## src/rtl/seg7_encoder.sv

```systemverilog
// Recovers a hex digit from a debounced active-low 7-segment pattern and delivers it over a valid/ready handshake.
// Optional build macro SEG7_ENCODER_ERRCNT_EN adds a saturating 8-bit err_cnt output.
//
// state | meaning
// IDLE  | no pattern sampled since reset
// COUNT | counting consecutive identical samples of pat
// LOCK  | pat is stable and classified; repeats are ignored
module seg7_encoder #(
  parameter int STABLE_N = 4
) (
  input  logic       clk,
  input  logic       rst,
  input  logic [6:0] seg_in,
  input  logic       seg_valid,
  output logic [3:0] hex,
  output logic       out_valid,
  input  logic       out_ready,
  output logic       err,
`ifdef SEG7_ENCODER_ERRCNT_EN
  output logic [7:0] err_cnt,
`endif
  output logic       overrun
);

  localparam logic [3:0] STABLE_CNT = 4'(STABLE_N);
  localparam logic [6:0] BLANK      = 7'h7F;

  typedef enum logic [1:0] {IDLE, COUNT, LOCK} state_t;

  state_t     state, state_nxt;
  logic [6:0] pat, pat_nxt;
  logic [3:0] cnt, cnt_nxt;
  logic [3:0] hex_nxt;
  logic       out_valid_nxt, err_nxt, overrun_nxt;
  logic       fire, legal;
  logic [3:0] digit;

  function automatic logic [4:0] decode(input logic [6:0] p);
    case (p)
      7'h40: decode = {1'b1, 4'h0};
      7'h79: decode = {1'b1, 4'h1};
      7'h24: decode = {1'b1, 4'h2};
      7'h30: decode = {1'b1, 4'h3};
      7'h19: decode = {1'b1, 4'h4};
      7'h12: decode = {1'b1, 4'h5};
      7'h02: decode = {1'b1, 4'h6};
      7'h78: decode = {1'b1, 4'h7};
      7'h00: decode = {1'b1, 4'h8};
      7'h10: decode = {1'b1, 4'h9};
      7'h08: decode = {1'b1, 4'hA};
      7'h03: decode = {1'b1, 4'hB};
      7'h46: decode = {1'b1, 4'hC};
      7'h21: decode = {1'b1, 4'hD};
      7'h06: decode = {1'b1, 4'hE};
      7'h0E: decode = {1'b1, 4'hF};
      default: decode = 5'b0;
    endcase
  endfunction

  assign {legal, digit} = decode(pat);

  always_ff @(posedge clk or posedge rst) begin
    if (rst) state <= IDLE;
    else     state <= state_nxt;
  end

  always_comb begin
    state_nxt = state;
    pat_nxt   = pat;
    cnt_nxt   = cnt;
    fire      = 1'b0;
    if (seg_valid) begin
      case (state)
        IDLE: begin
          pat_nxt   = seg_in;
          cnt_nxt   = 4'd1;
          state_nxt = COUNT;
        end
        COUNT: begin
          if (seg_in == pat) begin
            cnt_nxt = cnt + 4'd1;
            if (cnt_nxt == STABLE_CNT) begin
              fire      = 1'b1;
              state_nxt = LOCK;
            end
          end else begin
            pat_nxt = seg_in;
            cnt_nxt = 4'd1;
          end
        end
        LOCK: begin
          if (seg_in != pat) begin
            pat_nxt   = seg_in;
            cnt_nxt   = 4'd1;
            state_nxt = COUNT;
          end
        end
        default: state_nxt = IDLE;
      endcase
    end
  end

  // A new digit may replace the pending one only if the consumer takes the old one on this edge.
  always_comb begin
    hex_nxt       = hex;
    out_valid_nxt = out_valid;
    overrun_nxt   = overrun;
    err_nxt       = fire && !legal && (pat != BLANK);
    if (out_valid && out_ready) out_valid_nxt = 1'b0;
    if (fire && legal) begin
      if (!out_valid || out_ready) begin
        hex_nxt       = digit;
        out_valid_nxt = 1'b1;
      end else begin
        overrun_nxt = 1'b1;
      end
    end
  end

  always_ff @(posedge clk or posedge rst) begin
    if (rst) begin
      pat       <= BLANK;
      cnt       <= 4'd0;
      hex       <= 4'h0;
      out_valid <= 1'b0;
      err       <= 1'b0;
      overrun   <= 1'b0;
    end else begin
      pat       <= pat_nxt;
      cnt       <= cnt_nxt;
      hex       <= hex_nxt;
      out_valid <= out_valid_nxt;
      err       <= err_nxt;
      overrun   <= overrun_nxt;
    end
  end

`ifdef SEG7_ENCODER_ERRCNT_EN
  always_ff @(posedge clk or posedge rst) begin
    if (rst)                             err_cnt <= 8'd0;
    else if (err_nxt && err_cnt != 8'hFF) err_cnt <= err_cnt + 8'd1;
  end
`endif

endmodule

```

## config.mk

```make
export PLATFORM = sky130hd
export DESIGN_NAME = seg7_encoder
export DESIGN_NICKNAME = d
export VERILOG_FILES = /design/src/rtl/seg7_encoder.sv
export SDC_FILE = /design/constraint.sdc
export NUM_CORES = 1
export LEC_CHECK = 0
export ABC_AREA = 1
export BUFFER_PORTS_ARGS = -buffer_cell sky130_fd_sc_hd__buf_4
export CAP_MARGIN = 20
export CORE_MARGIN = 5
export CORE_UTILIZATION = 35
export CTS_BUF_LIST = sky130_fd_sc_hd__clkbuf_16
export DETAILED_ROUTE_END_ITERATION = 16
export GPL_ROUTABILITY_DRIVEN = 0
export SLEW_MARGIN = 20
export SYNTH_ARGS = -nofsm -noshare
export SYNTH_HDL_FRONTEND = slang
export SYNTH_SLANG_ARGS = --single-unit
```

## constraint.sdc

```tcl
create_clock -name clk -period 3.9 [get_ports clk]
set_input_delay 0.78 -clock clk [delete_from_list [all_inputs] [get_ports clk]]
set_output_delay 0.78 -clock clk [all_outputs]
set_load 0.02 [all_outputs]
```

==> metrics.md, run 1 <==
| Metric | Value |
|---|---|
| CTS root buffer | clkbuf_16 |
| Net total in the final layout | between 200 and 250 |
| Simple-Gate Fraction of Synth Area | between 40 and 50% |
| DR vias | roughly 1300 |
| Die span in y | approximately 72 µm |
| Initial antenna violation count | 0 |
| Post-synthesis mux area share | 0% |
| Area growth syn-to-layout | 20.6% |
| Combinational family with the most area after synthesis | simple AND/OR/NAND/NOR gates |
| Launch point of the worst path | pat[4]$_DFFE_PP1P_ |
| Clk_lat worst skew | roughly 0.25 ns |
| First-pass GRT wire length | 5230 µm |
| Crit path max fanout | 8 |
| Yosys warnings | 0 |
| Final hold viol count | 0 |
| Mapped Nets | around 230 |
| Outcome | completed |
| Setup TNS Final | 0 ns |
| Number of diodes | 0 |
| Max Fclk | 0.520 GHz |
| Hold WC Path Type | reg -> reg |
| GRT Total Usage | ~13% |
| Post-DR vias/cell | approximately 4.7 |
| Slew HR | 47.9% |
| Critical path launch point type | register |
| Max Slew Vio Count | 0 |
| # IOs | 18 |
| Most frequent CP cell | nand2_1 |
| Yosys reg bits | 20 |
| CTS tree | yes |
| Max VDD drop | 184 µV |
| DRC viols | 0 |
| Synth Cell Area | 1360 µm² |
| Largest net degree at the start of global routing | 21 |
| Largest delay share family, worst path | simple AND/OR/NAND/NOR gates |
| Initial core utilization | approximately 37% |
| Die W | 72.4 µm |
| Post-Synth XOR/XNOR Area | roughly 1.9% |
| Pwr Density | just under 400 nW/µm² |
| Leakage Power | 0.000923 µW |
| Post-synthesis sequential area ratio | 37.3% |
| IO Port Bufs | 17 |
| Reg2reg start | pat[4]$_DFFE_PP1P_ |
| Period utilization | 49.3% |
| Grt total ovfl | 0 |
| Layout cells sized above 1 | 15.0% |
| Longest Clk Path Bufs | 2 |
| Cts bufs inserted | 3 |
| DR pass1 iterations | 4 |
| Post-DP HPWL | about 2400 µm |
| CP endpoint kind | register |
| Core ar. | 3720 µm² |
| Setup Buffers After CTS | 0 |
| # H-tree levels | 1 |
| Crit-path cells | inv_1 -> nand2_1 -> nand2_1 -> nand3_1 -> nor2_2 -> o21ai_1 -> nand2_4 -> nand2_1 -> nand2_1 |
| Hold_sp | overrun$_DFFE_PP0P_ |
| FP Rows | 22 |
| Post-Synth Adder-Cell Area | roughly 1.8% |
| Critical path class | reg -> reg |
| Commonest cells after routing, fill and taps aside | nand2_1 (92), inv_1 (24), nor2_1 (24) |
| Clock transition at the registers of the reported paths | 0.06 ns |
| Synth unique cells | 21 |
| Minimum clock period | between 1.5 and 2 ns |
| Slew @ Worst Pin | between 0.7 and 0.8 ns |
| PostCTS Resize Cnt | 0 |
| Worst path slowest cell | dfstp_2 |
| Vias in the first global route | approximately 1200 |
| RSZ-0062 raised after global routing | no |
| Final core utilization | 44.3% |
| Mean Syn Cell Area | roughly 6.4 µm² |
| Number of buffers and inverters on the critical path | 1 |
| Clock sink count | 20 |
| Starting DRT DRC Count | 91 |
| # setup viols final | 0 |
| Req. time, crit path | 4.08 ns |
| Commonest non-fill, non-tap cell in the layout | nand2_1 |
| Hold-fix buffers at CTS | 0 |
| Post-synthesis cell count | roughly 210 |
| Remaining antenna violation count after routing | 0 |
| Max_cap viols | 0 |
| CP peak stage delay | around 0.59 ns |
| DR WL/cell | around 11 µm |
| CP arrival | between 2 and 2.5 ns |
| Post-synthesis compound-gate area fraction | between 2 and 3% |
| Clock Skew | 0.00426 ns |
| Drt total wl | approximately 3000 µm |
| Total die area | about 5200 µm² |
[final timing paths]
path | to | slack [ns] | depth (start not counted)
setup / recovery | pat[3]$_DFFE_PP1P_ | 1.98 | 9
hold / removal | overrun$_DFFE_PP0P_ | 0.47 | 1
setup reg to reg | pat[3]$_DFFE_PP1P_ | 1.98 | 9
hold reg to reg | overrun$_DFFE_PP0P_ | 0.47 | 1
max in group asynchronous | cnt[1]$_DFFE_PP0P_ | 2.74 | 2
min in group asynchronous | cnt[0]$_DFFE_PP0P_ | 0.67 | 2
[kinds of logic after synthesis]
family	Yosys count
AND/OR/NAND/NOR	155
buffers and inverters	27
flip-flops	20
adder cells (fa/ha/maj)	2
AO/OA/AOI/OAI	7
XOR/XNOR	3
[per-layer routing]
layer  routed length, µm  track usage (%)
met1                1600             16.9
met5                   0                0
met2                1300             19.7
met3                  74             2.08
met4                  61             5.53
[state kept, by name, indices dropped and copies added (netlist names)]
signal     flops
out_valid      1
overrun        1
err            1
state          2
cnt            4
hex            4
pat            7
[report_power, final]
part / internal, µW / leakage (µW) / switching [µW] / total [µW]
Clock: 204 / 0.0000511 / 79.0 / 283
Sequential: 230 / 0.000248 / 23.1 / 253
Combinational: 37.6 / 0.000624 / 72.9 / 111
[area by class of cell]
cell class / instances / area, µm²
clock inverter: 1 / 30.0
fill: 394 / 2070
multi-input combinational: 167 / 746
clock buffer: 3 / 75.1
inverter: 26 / 97.6
tap: 48 / 60.1
sequential: 20 / 509
timing repair buffer: 17 / 128
[cells in the mapped netlist]
cell type / instances / area share, %
and2_4: 1 / 0.64
buf_6: 1 / 0.83
dfrtp_1: 13 / 24
dfstp_2: 7 / 13
ha_1: 2 / 1.8
inv_1: 24 / 6.6
inv_2: 2 / 0.55
nand2_1: 92 / 25
nand2_4: 1 / 0.83
nand3_1: 22 / 8.1
nand3_2: 1 / 0.73
nand4_1: 6 / 2.8
nor2_1: 24 / 6.6
nor2_2: 2 / 0.92
nor3_1: 5 / 1.8
nor4_1: 1 / 0.46
o21ai_0: 5 / 1.8
o21ai_1: 1 / 0.37
o21bai_1: 1 / 0.55
xnor2_1: 1 / 0.64
xor2_1: 2 / 1.3
[stage by stage]
| stage | power, µW | cells | instance area (µm²) | hold slack (ns) | worst slack [ns] |
|---|---|---|---|---|---|
| floorplan | 333 | 214 | 1360 | 0.464 | 2.11 |
| global placement | 366 | 278 | 1540 | 0.464 | 1.68 |
| detailed placement | 367 | 278 | 1540 | 0.466 | 1.73 |
| CTS | 653 | 282 | 1650 | 0.480 | 1.96 |
| global route | 680 | 282 | 1650 | 0.506 | 1.79 |
| finish | 646 | 282 | 1650 | 0.474 | 1.98 |
Power figures use the tool's default switching activity.
==> run 2: changes to the inputs <==
--- a/config.mk
+++ b/config.mk
@@ -5,7 +5,7 @@
 export SDC_FILE = /design/constraint.sdc
 export NUM_CORES = 1
 export LEC_CHECK = 0
-export ABC_AREA = 1
+export ABC_AREA = 0
 export BUFFER_PORTS_ARGS = -buffer_cell sky130_fd_sc_hd__buf_4
 export CAP_MARGIN = 20
 export CORE_MARGIN = 5
==> constraint.sdc (replaced) <==
create_clock -name clk -period 1.8 [get_ports clk]
set_input_delay 0.36 -clock clk [delete_from_list [all_inputs] [get_ports clk]]
set_output_delay 0.36 -clock clk [all_outputs]
set_load 0.02 [all_outputs]
==> run 2 against run 1 <==
  * The run now ends with negative setup slack left
  * Non-clock buffer count rose by 45
  * Synthesized area rose by 1.2%
  * Via count rose by 4.6%
  * Fmax fell by 6.2%
  * Largest cell class unchanged
==> metrics.md, run 2 <==
| Metric | Value |
|---|---|
| RSZ-0062 raised after global routing | yes |
| Commonest cells post-synth | o21ai_0 (18), dfrtp_1 (13), nand2_1 (13) |
| Synth Flop Type | dfrtp_1 |
| Number of synthesized flops with an enable pin | 0 |
| CTS root buffer | clkbuf_16 |
| Slew HR | 73.6% |
| Crit path max fanout | 13 |
| Req. time, crit path | around 2.0 ns |
| Async SR Flop Fraction | 100% |
| Max VDD drop | about 350 µV |
| Largest delay share family, worst path | flip-flops |
| Final hold viol count | 0 |
| Mean Syn Cell Area | a little over 9 µm² |
| Max_cap viols | 0 |
| Initial core utilization | a little under two fifths |
| Remaining antenna violation count after routing | 0 |
| Area growth syn-to-layout | 56.6% |
| Failing checks | negative setup slack |
| Net total in the final layout | between 200 and 250 |
| Mapped Nets | approximately 160 |
| Layout cells sized above 1 | a little over half |
| Longest Clk Path Bufs | 2 |
| IO Port Bufs | 17 |
| Period utilization | 114% |
| Drt total wl | between 3000 and 4000 µm |
| Leakage Power | 0.000974 µW |
| Pwr Density | around 700 nW/µm² |
| Starting DRT DRC Count | between 40 and 50 |
| CP peak stage delay | around 0.54 ns |
| Hold WC Path Type | in -> async |
| Commonest cells after routing, fill and taps aside | buf_4 (52), nand2_1 (13), dfrtp_1 (13) |
| Post-synthesis sequential area ratio | 36.9% |
| Clock Skew | roughly 0.0025 ns |
| Post-DR vias/cell | 5.41 |
| Commonest non-fill, non-tap cell in the layout | buf_4 |
| Synth Cell Area | 1380 µm² |
| Clock transition at the registers of the reported paths | around 0.060 ns |
| Pre-CTS setup slack | -0.286 ns |
| Layout fillers | 319 |
| Initial antenna violation count | 0 |
| Minimum clock period | around 2.1 ns |
| Die span in y | just over 70 µm |
| CP endpoint kind | register |
| # setup viols final | 16 |
| GRT Total Usage | roughly 15% |
| Crit-path cells | buf_4 -> or4b_1 -> nand2_1 -> a22oi_1 -> o22a_1 -> o21ai_0 -> mux2_4 |
| Largest net degree at the start of global routing | 21 |
| CP arrival | between 2 and 2.5 ns |
| DR pass1 iterations | 5 |
| Clk_lat worst skew | ~0.26 ns |
| Core ar. | between 3000 and 4000 µm² |
| DRC viols | 0 |
| Cts bufs inserted | 3 |
| # H-tree levels | 1 |
| First-pass GRT wire length | between 6000 and 7000 µm |
| Post-synthesis cell count | 150 |
| Slew @ Worst Pin | slightly below 0.4 ns |
| Total die area | 5300 µm² |
| Max Slew Vio Count | 0 |
| FP Rows | 22 |
| Largest Register | pat |
| DR vias | about 1400 |
| Clock sink count | 20 |
| Yosys reg bits | 20 |
| Synth unique cells | 45 |
| Tot Pwr | approximately 1600 µW |
| Number of buffers and inverters on the critical path | 1 |
| # IOs | 18 |
| Vias in the first global route | about 1300 |
| Post-DP HPWL | between 2000 and 2500 µm |
| Critical path launch point type | register |
| Reg area | a little over 500 µm² |
| Max Fclk | approximately 0.49 GHz |
| Critical path class | reg -> reg |
| Top cells by area, synth | dfrtp_1 (24%), dfstp_2 (13%), o21ai_0 (6.5%), mux2_2 (5.7%), xor2_1 (4.4%) |
| Area leader, netlist | dfrtp_1 |
| Area share of the largest cell type after synthesis | roughly a quarter |
| Top-count cell post-synth | o21ai_0 |
| Yosys warnings | 0 |
| Worst path slowest cell | dfstp_2 |
| CTS tree | yes |
| Grt total ovfl | 0 |
| Setup TNS Final | -2.33 ns |
| Setup ws final | -0.250 ns |
| Max reg flops | 7 |
| Outcome | finished, violations left |
| DR WL/cell | 14.5 µm |
| Number of diodes | 0 |
| Largest registers | pat x7, cnt x4, hex x4 |
| Multi-input logic area | between 900 and 1000 µm² |
| Die W | about 73 µm |
## run 2: changes by cell type after synthesis, moves of 7 or more
cell	change
mux2_2	+7
nand3_1	-19
o21ai_0	+13
nand2_1	-79
nor2_1	-19
inv_1	-18
## run 2: stage by stage
step,hold slack [ns],cell area (µm²),instances,utilization [%]
final,0.130,2160,254,57.7
after global routing,0.170,2160,254,57.7
after CTS,0.140,2100,251,56.0
after detailed placement,0.407,1780,232,47.5
after global placement,0.406,1780,232,47.5
after floorplan,0.319,1420,150,-
## run 2: tightest hold or removal path, cell delays in order
cell	delay [ns]
buf_4	0.11
inv_1	0.04
buf_4	0.25
## run 2: layout make-up
class / instances / share of cell area (%)
multi-input cells: 114 / 43.7
clock buffers: 3 / 3.47
flip-flops and latches: 20 / 23.6
inverters: 6 / 1.04
clock inverters: 1 / 1.39
well taps: 48 / 2.78
repair buffers: 62 / 24.1
## run 2: power breakdown
group | internal (µW) | switching [µW] | leakage, µW
logic | 218 | 205 | 0.000678
registers | 492 | 26.0 | 0.000245
clock network | 441 | 175 | 0.0000511
total | 1150 | 405 | 0.000974
## run 2: worst paths after layout
| kind | start | endpoint | slack, ns | cells after the start |
|---|---|---|---|---|
| max in group asynchronous | rst | pat[0]$_DFFE_PP1P_ | 1.41 | 3 |
| min reg2reg | overrun$_DFFE_PP0P_ | overrun$_DFFE_PP0P_ | 0.49 | 1 |
| min in group clk | seg_in[1] | pat[1]$_DFFE_PP1P_ | 0.35 | 2 |
| min | rst | state[1]$_DFFE_PP0P_ | 0.13 | 3 |
| max reg2reg | pat[2]$_DFFE_PP1P_ | hex[1]$_DFFE_PP0P_ | -0.25 | 7 |
| max | pat[2]$_DFFE_PP1P_ | hex[1]$_DFFE_PP0P_ | -0.25 | 7 |
## run 2: per-layer routing
layer	GRT usage, %	part of all wire (%)	vias to the layer above
met2	25.4	47	42
met4	6.15	2.1	0
met5	0	0	-
li1	-	-	659
met3	2.75	4.7	8
met1	18.6	46	665
## run 2: what timing repair did
item                       4_1_cts  5_1_grt
hold endpoints to repair         0        0
setup endpoints to repair       19       20
gates resized for setup         30       11
setup buffers                   24        4
pin swaps                       13        8
hold buffers                     0        0
## run 2: cell families after synthesis
kind of cell / Yosys count / synth area share [%]
xor gates and xnor gates: 7 / 4.44
muxes: 11 / 8.98
buffers and inverters: 16 / 4.99
and+or+nand+nor: 59 / 27.4
adders and majority gates: 2 / 1.81
AOI/OAI and AO/OA: 35 / 15.5
DFF: 20 / 36.9
==> run 3: changes to the inputs <==
--- a/config.mk
+++ b/config.mk
@@ -13,6 +13,7 @@
 export CTS_BUF_LIST = sky130_fd_sc_hd__clkbuf_16
 export DETAILED_ROUTE_END_ITERATION = 16
 export GPL_ROUTABILITY_DRIVEN = 0
+export SKIP_LAST_GASP = 1
 export SLEW_MARGIN = 20
 export SYNTH_ARGS = -nofsm -noshare
 export SYNTH_HDL_FRONTEND = slang
==> run 3 against run 2 <==
  * The flow still finishes with violations (negative setup slack)
  * Sequential power rose by 1%
  * Sequential share of layout area did not move
  * Utilization did not move
  * Via count rose by 0.66%
  * Critical path depth fell by 1
  * Cell count did not move
  * Non-clock buffer count did not move
  * Fmax rose by 0.48%
  * First-iteration DRC count rose by 72%
  * Clock power fell by 1%
  * Combinational power fell by 2%
  * Largest cell class unchanged
  * Largest power group unchanged
  * Highest routed layer unchanged
==> metrics.md, run 3 (synthesis results as in run 2) <==
| Metric | Value |
|---|---|
| Failing checks | negative setup slack |
| Clock transition at the registers of the reported paths | roughly 0.06 ns |
| Final core utilization | about 58% |
| Cts bufs inserted | 3 |
| Post-DP HPWL | approximately 2300 µm |
| Pwr Density | 716 nW/µm² |
| Crit path max fanout | 4 |
| Final hold viol count | 0 |
| Slew @ Worst Pin | 0.389 ns |
| Leakage Power | approximately 0.00097 µW |
| CTS root buffer | clkbuf_16 |
| Largest registers | pat x7, cnt x4, hex x4 |
| Clock Skew | between 0.0005 and 0.0006 ns |
| Layout fillers | about 330 |
| Longest Clk Path Bufs | 2 |
| Number of diodes | 0 |
| IO Port Bufs | 17 |
| Layout cells sized above 1 | a little over half |
| Net total in the final layout | 220 |
| Max Slew Vio Count | 0 |
| Number of buffers and inverters on the critical path | 0 |
| Clk_lat worst skew | around 0.25 ns |
| Outcome | finished, violations left |
| Worst Hold Slack | approximately 0.14 ns |
| Reg area | 509 µm² |
| Commonest non-fill, non-tap cell in the layout | buf_4 |
| Max VDD drop | 351 µV |
| Reg2reg start | pat[4]$_DFFE_PP1P_ |
| Worst R2R End | hex[1]$_DFFE_PP0P_ |
| Die W | 72.8 µm |
| Core ar. | approximately 3700 µm² |
| First-pass GRT wire length | ~6400 µm |
| CP endpoint kind | register |
| CTS tree | yes |
| RSZ-0062 raised after global routing | yes |
| Initial core utilization | a little under two fifths |
| Hold-fix buffers at CTS | 0 |
| CP peak stage delay | between 0.5 and 0.6 ns |
| Req. time, crit path | approximately 1.9 ns |
| Pre-CTS setup slack | -0.286 ns |
| Die span in y | 72.8 µm |
| Remaining antenna violation count after routing | 0 |
| Area growth syn-to-layout | 56.6% |
| Vias in the first global route | ~1400 |
| Path depth of the worst reg2reg path | 6 |
| Total die area | approximately 5300 µm² |
| DR pass1 iterations | 4 |
| Multi-input logic area | 962 µm² |
| Initial antenna violation count | 0 |
| Critical path class | reg -> reg |
| DRC viols | 0 |
| Clock sink count | 20 |
| Grt total ovfl | 0 |
| DR WL/cell | ~15 µm |
| # setup viols final | 18 |
| Commonest cells after routing, fill and taps aside | buf_4 (57), nand2_1 (13), dfrtp_1 (13) |
| Post-DR vias/cell | 5.44 |
| Max reg flops | 7 |
| Max_cap viols | 0 |
| Max Fclk | 0.490 GHz |
| Largest delay share family, worst path | simple AND/OR/NAND/NOR gates |
| Minimum clock period | about 2 ns |
| R2R Setup Slk | -0.24 ns |
| GRT Total Usage | about 15% |
| Drt total wl | approximately 3800 µm |
| Starting DRT DRC Count | 81 |
| Slew HR | about 74% |
| # IOs | 18 |
| Hold WC Path Type | in -> async |
| Period utilization | 113% |
| Setup ws final | -0.240 ns |
| CP arrival | between 2 and 2.5 ns |
| Largest net degree at the start of global routing | 21 |
| Placed cell count | around 230 |
| Crit-path cells | nand4_1 -> or4b_4 -> and3_4 -> nand4_4 -> nand3_4 -> mux2_1 |
| Critical path launch point type | register |
| Layout Cells excl Fill | approximately 250 |
| # H-tree levels | 1 |
| DR vias | between 1000 and 1500 |
| FP Rows | 22 |
| Worst path slowest cell | dfstp_2 |
| Largest Register | pat |
[run 3: report_power, final]
part           switching, µW  total (µW)  internal, µW
Combinational            203         416           213
Clock                    168         609           441
Sequential              30.4         523           492
Total                    401        1550          1150
[run 3: worst min-delay path: stages]
cell and delay (ns):
buf_4 0.11, inv_1 0.04, buf_4 0.25
[run 3: worst max-delay path by stage]
stage / start / end / slack, ns / cells after the start
after floorplan: pat[3]$_DFFE_PP1P_ / hex[0]$_DFFE_PP0P_ / -0.22 / 7
after global placement: seg_in[2] / hex[3]$_DFFE_PP0P_ / -0.22 / 8
after detailed placement: seg_in[2] / hex[0]$_DFFE_PP0P_ / -0.29 / 8
after CTS: pat[4]$_DFFE_PP1P_ / hex[1]$_DFFE_PP0P_ / -0.21 / 6
after global routing: cnt[1]$_DFFE_PP0P_ / hex[1]$_DFFE_PP0P_ / -0.35 / 7
final: pat[4]$_DFFE_PP1P_ / hex[1]$_DFFE_PP0P_ / -0.24 / 6
[run 3: layout make-up]
class                           instances  area share, %
Sequential cell                        20           23.6
Inverter                                6           1.04
Clock buffer                            3           3.47
Multi-Input combinational cell        114           44.5
Tap cell                               48           2.78
Timing Repair Buffer                   62           23.2
Clock inverter                          1           1.39
[run 3: per-stage QoR]
step	total power [µW]	setup TNS [ns]	area, µm²
floorplan	732	-1.63	1420
global placement	856	-2.10	1780
detailed placement	866	-3.14	1780
CTS	1540	-2.45	2070
global route	1620	-5.44	2160
finish	1550	-2.72	2160
[run 3: per-layer routing]
layer	routed length (µm)	GRT usage, %	up-vias	share of wire [%]
met5	0	0	-	0
met4	85	6.35	0	2.2
met3	174	2.62	10	4.6
met2	1850	24.4	41	49
met1	1690	19.3	671	44
li1	-	-	661	-
[run 3: what timing repair did]
item / CTS / global route
hold endpoints to repair: 0 / 0
resized for setup: 21 / 15
gates cloned: 0 / 0
setup endpoints to repair: 19 / 20
pin swaps: 13 / 9
buffers inserted: 24 / 5
